## src/rtl/simon_sequence_engine.sv

```systemverilog
// Simon game core: grows a random sequence, replays it with
// programmable timing and checks the player's entries step by step.
module simon_sequence_engine #(
  parameter int WIDTH          = 6,
  parameter int MAX_LEN        = 8,
  parameter int SHOW_CYCLES    = 5000000,
  parameter int GAP_CYCLES     = 1000000,
  parameter int TIMEOUT_CYCLES = 0,
  parameter int LEN_W          = $clog2(MAX_LEN + 1)
) (
  input  logic             clk,
  input  logic             reset,
  input  logic             start,
  input  logic [WIDTH-1:0] rand_in,
  input  logic [WIDTH-1:0] guess,
  input  logic             submit,
  output logic             show_valid,
  output logic [WIDTH-1:0] show_value,
  output logic [LEN_W-1:0] step_index,
  output logic [LEN_W-1:0] round_len,
  output logic [LEN_W-1:0] score,
  output logic [2:0]       phase,
  output logic             correct_pulse,
  output logic             wrong_pulse,
  output logic             win,
  output logic             lose
);

  localparam logic [2:0] S_IDLE   = 3'd0;
  localparam logic [2:0] S_APPEND = 3'd1;
  localparam logic [2:0] S_SHOWON = 3'd2;
  localparam logic [2:0] S_SHOWOF = 3'd3;
  localparam logic [2:0] S_INPUT  = 3'd4;
  localparam logic [2:0] S_WIN    = 3'd5;
  localparam logic [2:0] S_LOSE   = 3'd6;

  localparam int  MAXC0 = (SHOW_CYCLES > GAP_CYCLES) ? SHOW_CYCLES : GAP_CYCLES;
  localparam int  MAXC  = (MAXC0 > TIMEOUT_CYCLES) ? MAXC0 : TIMEOUT_CYCLES;
  localparam int  TW    = (MAXC > 1) ? $clog2(MAXC) : 1;
  localparam int  AW    = (MAX_LEN > 1) ? $clog2(MAX_LEN) : 1;
  localparam int  TO_LD = (TIMEOUT_CYCLES == 0) ? 0 : TIMEOUT_CYCLES - 1;
  localparam bit  TO_EN = (TIMEOUT_CYCLES != 0);

  localparam logic [TW-1:0]    T_SHOW  = TW'(SHOW_CYCLES - 1);
  localparam logic [TW-1:0]    T_GAP   = TW'(GAP_CYCLES - 1);
  localparam logic [TW-1:0]    T_TO    = TW'(TO_LD);
  localparam logic [LEN_W-1:0] LEN_MAX = LEN_W'(MAX_LEN);

  logic [2:0]       phase_q, phase_d;
  logic [LEN_W-1:0] len_q, len_d;
  logic [LEN_W-1:0] score_q, score_d;
  logic [LEN_W-1:0] step_q, step_d;
  logic [TW-1:0]    timer_q, timer_d;
  logic             cp_q, cp_d;
  logic             wp_q, wp_d;
  logic             mem_we;
  logic [WIDTH-1:0] mem_q [MAX_LEN];
  logic [WIDTH-1:0] cur_val;
  logic             t_zero;
  logic             last;

  assign cur_val = mem_q[step_q[AW-1:0]];
  assign t_zero  = (timer_q == '0);
  assign last    = (step_q == len_q - 1'b1);

  always_comb begin
    phase_d = phase_q;
    len_d   = len_q;
    score_d = score_q;
    step_d  = step_q;
    timer_d = timer_q;
    cp_d    = 1'b0;
    wp_d    = 1'b0;
    mem_we  = 1'b0;
    if (start) begin
      phase_d = S_APPEND;
      len_d   = '0;
      score_d = '0;
      step_d  = '0;
    end else begin
      unique case (phase_q)
        S_APPEND: begin
          mem_we  = 1'b1;
          len_d   = len_q + 1'b1;
          step_d  = '0;
          timer_d = T_SHOW;
          phase_d = S_SHOWON;
        end
        S_SHOWON: begin
          if (t_zero) begin
            timer_d = T_GAP;
            phase_d = S_SHOWOF;
          end else begin
            timer_d = timer_q - 1'b1;
          end
        end
        S_SHOWOF: begin
          if (!t_zero) begin
            timer_d = timer_q - 1'b1;
          end else if (last) begin
            step_d  = '0;
            timer_d = T_TO;
            phase_d = S_INPUT;
          end else begin
            step_d  = step_q + 1'b1;
            timer_d = T_SHOW;
            phase_d = S_SHOWON;
          end
        end
        S_INPUT: begin
          if (submit) begin
            if (guess == cur_val) begin
              cp_d = 1'b1;
              if (last) begin
                score_d = score_q + 1'b1;
                phase_d = (len_q == LEN_MAX) ? S_WIN : S_APPEND;
              end else begin
                step_d  = step_q + 1'b1;
                timer_d = T_TO;
              end
            end else begin
              wp_d    = 1'b1;
              phase_d = S_LOSE;
            end
          end else if (TO_EN && t_zero) begin
            wp_d    = 1'b1;
            phase_d = S_LOSE;
          end else begin
            timer_d = timer_q - 1'b1;
          end
        end
        default: ;
      endcase
    end
  end

  always_ff @(posedge clk or negedge reset) begin
    if (!reset) begin
      phase_q <= S_IDLE;
      len_q   <= '0;
      score_q <= '0;
      step_q  <= '0;
      timer_q <= '0;
      cp_q    <= 1'b0;
      wp_q    <= 1'b0;
    end else begin
      phase_q <= phase_d;
      len_q   <= len_d;
      score_q <= score_d;
      step_q  <= step_d;
      timer_q <= timer_d;
      cp_q    <= cp_d;
      wp_q    <= wp_d;
    end
  end

  // Sequence storage is never cleared; only written entries are shown.
  always_ff @(posedge clk) begin
    if (mem_we) begin
      mem_q[len_q[AW-1:0]] <= rand_in;
    end
  end

  assign phase         = phase_q;
  assign show_valid    = (phase_q == S_SHOWON);
  assign show_value    = show_valid ? cur_val : '0;
  assign step_index    = step_q;
  assign round_len     = len_q;
  assign score         = score_q;
  assign correct_pulse = cp_q;
  assign wrong_pulse   = wp_q;
  assign win           = (phase_q == S_WIN);
  assign lose          = (phase_q == S_LOSE);

endmodule

```

## config.mk

```make
export PLATFORM = sky130hd
export DESIGN_NAME = simon_sequence_engine
export DESIGN_NICKNAME = d
export VERILOG_FILES = /design/src/rtl/simon_sequence_engine.sv
export SDC_FILE = /design/constraint.sdc
export NUM_CORES = 1
export LEC_CHECK = 0
export ABC_AREA = 1
export BUFFER_PORTS_ARGS = -buffer_cell sky130_fd_sc_hd__buf_2
export CAP_MARGIN = 20
export CORE_ASPECT_RATIO = 0.8
export CORE_MARGIN = 5
export CORE_UTILIZATION = 55
export CTS_CLUSTER_SIZE = 8
export DETAILED_ROUTE_END_ITERATION = 7
export GPL_TIMING_DRIVEN = 0
export PLACE_DENSITY_LB_ADDON = 0.15
export SLEW_MARGIN = 20
export SYNTH_ARGS = -nofsm -noshare
export SYNTH_HDL_FRONTEND = slang
export SYNTH_SLANG_ARGS = --single-unit
export TNS_END_PERCENT = 5
```

## constraint.sdc

```tcl
create_clock -name clk -period 5.3 [get_ports clk]
set_clock_uncertainty 0.2 [all_clocks]
set_input_delay 1.06 -clock clk [delete_from_list [all_inputs] [get_ports clk]]
set_output_delay 1.06 -clock clk [all_outputs]
set_load 0.03 [all_outputs]
```

### After elaboration in Yosys (flattened, before gate mapping)

Memories as Yosys holds them, arrays and structs flattened.
Cells that the tools add are included.

| word-level totals | value |
|---|---|
| register bits after elaboration | 40 |
| bits in writable memories | 48 |
| bits of input ports | 16 |
| output and inout bits | 26 |
| logic and storage cells | 87 |
| memories kept | 1 |

| cells by class | value |
|---|---|
| add/subtract/negate cells | 5 |
| eq/ne operators | 17 |
| muxes and demuxes | 43 |
| bitwise operators | 1 |
| reductions and logical operators | 13 |

Memory list:

| memory | depth | bits a word | rd ports | clocked after memory_dff | write ports | line | RTL |
|---|---|---|---|---|---|---|---|
| mem_q | 8 | 6 | 1 | 0 | 1 | 57 | `logic [WIDTH-1:0] mem_q [MAX_LEN];` |

Operators with widths:

| kind | number |
|---|---|
| $mux W23 | 6 |
| $pmux W23 S4 | 1 |
| $mux W4 | 13 |
| $mux W3 | 8 |
| $logic_not A23 Y1 | 1 |
| $sub A23 B1 Y23 const B | 1 |
| $ne A3 B3 Y1 const B | 6 |
| $add A4 B1 Y4 const B | 3 |
| $mux W1 | 12 |
| $pmux W3 S4 | 1 |
| $pmux W4 S3 | 1 |
| $reduce_and A5 Y1 | 2 |
| $reduce_bool A2 Y1 | 5 |
| $eq A3 B3 Y1 const B | 3 |
| $reduce_and A4 Y1 | 2 |
| $reduce_bool A4 Y1 | 2 |
| $eq A3 B2 Y1 const B | 2 |
| $eq A6 B6 Y1 | 1 |
| $mux W6 | 1 |
| $reduce_bool A5 Y1 | 1 |
| $eq A4 B4 Y1 | 1 |
| $eq A4 B4 Y1 const B | 1 |
| $ne A4 B4 Y1 const B | 1 |
| $sub A4 B1 Y4 const B | 1 |
| 3 further kinds | 3 |

### Depth between registers and ports, before layout

| depth | value |
|---|---|
| word-level depth | 7 |
| gate-level depth with buffers | 16 |
| mapped depth without buffers | 15 |

### Least setup slack after synthesis

OpenSTA, ideal clock, no wires.

| timing path | value |
|---|---|
| path kind | flip-flop to output port |
| start point | reg phase_q[1] (netlist: phase[1]) |
| end point | out show_value[0] |
| data arrival time | 1950 ps |
| data required time | 4040 ps |
| slack | 2090 ps |
| cell stages (with the launch flop) | 7 |
| path buffers | 2 |
| path through | dfrtp_1 inv_1 nor3_1 buf_2 inv_1 clkbuf_1 nor2_1 |

| on the way | value |
|---|---|
| cells in the longest elaborated chain, start to end | 2 |

Ends and longest elaborated chain:

| element | line | RTL |
|---|---|---|
| from (decl) | 49 | `logic [2:0] phase_q, phase_d;` |
| from (signal assigned) | 147 | `phase_q <= phase_d;` |
| $eq A3 B2 Y1 | 165 | `assign show_valid = (phase_q == S_SHOWON);` |
| named net show_valid | 17 | `output logic show_valid,` |
| $mux W6 | 166 | `assign show_value = show_valid ? cur_val : '0;` |
| to (decl) | 18 | `output logic [WIDTH-1:0] show_value,` |

The timed path passes the listed nets, and every way through them passes these cells.

### Final worst setup path

| timing path | value |
|---|---|
| start point | reg phase_q[1] (netlist: phase[1]) |
| end point | out show_value[4] |

| on the way | value |
|---|---|
| cells in the longest elaborated chain, start to end | 2 |

Ends and longest elaborated chain:

| element | line |
|---|---|
| $eq A3 B2 Y1 | 165 |
| $mux W6 | 166 |

No other way between the ends.

==> flow_summary.ini <==
[clock_tree]
clockBufferDepth = 2
clk_pin_slew_ns = 0.06
cts_setup_buffers = 0
h-tree-depth = 3
cts.sinks = 88
cts_tree = yes
post_cts_resized = 0
cts_root_buffer = clkbuf_16
clock_latency_ns = 0.34
numCtsBuffers = 9
postCtsHoldBufs = 0

[critical_path]
r2r-end = mem_q[3][1]
r2r_slack_ns = 2.45
required_ns = 4.04
rr_startpoint = phase[0]
reg2regPathDepth = 8
start_kind = flip-flop
cp.arrival_ns = 2.42
path_class = reg -> out
end_kind = primary output
cp_max_fo = 10

[logic_synthesis]
ys.flop_type = edfxtp_1
synth_warnings = 0
syn_avg_cell_area_um2 = 7.80
synth_top_cell_by_area = edfxtp_1
synthTopCellsByCount = nand2_1, inv_1, nor2_1
ys_types = 32
synth_most_common_cell = nand2_1
synth_area_leaders = edfxtp_1, dfrtp_1, nand2_1, nand3_1, inv_1
synth-edff-count = 48
synth_fp_nets = 675
ys_ff_latch = 88
async_reset_ff_share_pct = 45.5
syn_area_um2 = 5100
netlist_instances = 654
ys_seq_area_share_pct = 47.9
synth_top_area_share_pct = 28.2

[grt]
antenna_found_initial = 0
track_usage_pct = 23.7
grt_pass1_wl_mm = 21.2
overflow = 0
grt_max_degree = 41
grt_pass1_vias = 4318

[power_and_ir_drop]
p_leak_nw = 2.76
ir_drop_uv = 345
p_per_area_nw_per_um2 = 477

[timing]
finalHoldViolCount = 0
setup_tns_ns = 0
post-route-min-period_ns = 3.68
tightest_slew_ns = 1.12
timing.final.crit_share_pct = 69.4
relSlewSlack_pct = 25.1
rsz0062_at_grt = false
slew_violations = 0
max_freq_ghz = 0.272
report.final.setup_viol = 0

[worst_hold_path]
hp-class = reg -> reg
hp-start = timer_q[22]
whs_endpoint = timer_q[22]
hold-path-cell-count = 2

[drt]
dr.pass1.iters = 5
vias = 4566
ant_nets = 0
drt-vias-per-instance = 5.53
first_iter_violations = 437
drc = 0
wl_per_cell_um = 15.6
routed_wirelength_mm = 12.9

[finish]
area_growth_syn_to_layout_pct = 13.1
drive_gt1_share_pct = 12.0
num-nets-final = 727
stdcell_area_um2 = 5770
antennaDiodeCount = 0

[floorplanning]
chipHeight_um = 96.2
initial_core_util_pct = 56.5
coreArea_um2 = 9040
die-area_um2 = 11300
die_w_um = 118
boundaryPins = 42
rows = 31

[place]
placed_cell_area_um2 = 5460
port_buffers = 40
gp_congestion = 0.890
place_hpwl_mm = 9.25

[job]
maxCapViolations = 0

[status]
outcome = completed
==> through the flow <==
stage / power [mW] / util [%] / setup WS [ns] / hold slack (ns) / instances
floorplan: 1.77 / - / 2.09 / 0.259 / 654
global placement: 2.05 / 60.3 / 1.69 / 0.283 / 809
detailed placement: 2.08 / 60.4 / 2.03 / 0.284 / 810
CTS: 2.75 / 63.8 / 1.66 / 0.300 / 825
global route: 2.96 / 63.8 / 1.47 / 0.333 / 825
finish: 2.75 / 63.8 / 1.62 / 0.297 / 825
==> sequential cells by signal, summed over array words and instances (netlist names) <==
signal,count
round_len,4
wrong_pulse,1
timer_q,23
correct_pulse,1
phase,3
step_index,4
score,4
mem_q,48
==> cells in the final DEF, fill, tap and decap left out, types with 9 or more instances in the layout <==
cell type and count:
nand3_1 66, o21ai_1 15, inv_1 78, clkbuf_16 9
nand2_1 188, dfrtp_1 40, edfxtp_1 48, buf_2 48
o21ai_0 29, nand4_1 11, xor2_1 24, nor2_1 74
nor3_1 13
==> power breakdown <==
| group | total [mW] | internal, mW | switching, mW | leakage (nW) |
|---|---|---|---|---|
| clock | 0.669 | 0.411 | 0.258 | 0.153 |
| combinational | 1.16 | 0.366 | 0.790 | 1.66 |
| sequential | 0.927 | 0.825 | 0.102 | 0.956 |
==> worst max-delay path by stage <==
| stage | start | to | slack (ns) | cells after the start |
|---|---|---|---|---|
| after floorplan | phase[1] | show_value[0] | 2.09 | 6 |
| after global placement | start | mem_q[1][2] | 1.69 | 4 |
| after detailed placement | phase[1] | show_value[4] | 2.03 | 7 |
| after CTS | phase[1] | show_value[4] | 1.66 | 7 |
| after global routing | phase[1] | show_value[4] | 1.47 | 7 |
| final | phase[1] | show_value[4] | 1.62 | 7 |
==> worst max-delay path: stages (launching register included) <==
cell      delay (ns)
dfrtp_1         0.43
inv_1           0.10
nor3_1          0.30
buf_2           0.32
inv_1           0.11
clkbuf_1        0.36
nor2_1          0.24
buf_2           0.22
==> routing by layer <==
layer,up-vias,wire (µm),global-route usage [%]
met5,-,0,0
met4,0,107,5.64
met3,10,1050,5.70
met2,172,5660,36.7
met1,2162,6050,34.0
li1,2222,-,-
==> kinds of logic after synthesis <==
kind of cell    share of synthesized area [%]
xor+xnor                                 4.46
flops                                    47.9
buf+inv                                  8.78
simple gates                             30.8
fa+ha+maj                                1.23
compound gates                           6.87
==> final cells by class <==
cell class	count	area (µm²)
plain buffers	22	136
flip-flops and latches	88	2440
inverters	83	312
fillers	797	3270
well taps	115	144
repair buffers	41	205
clock inverters	5	82.6
multi-input cells	461	2220
clock buffers	10	229
Note: power is estimated with default switching activity, not from simulation.
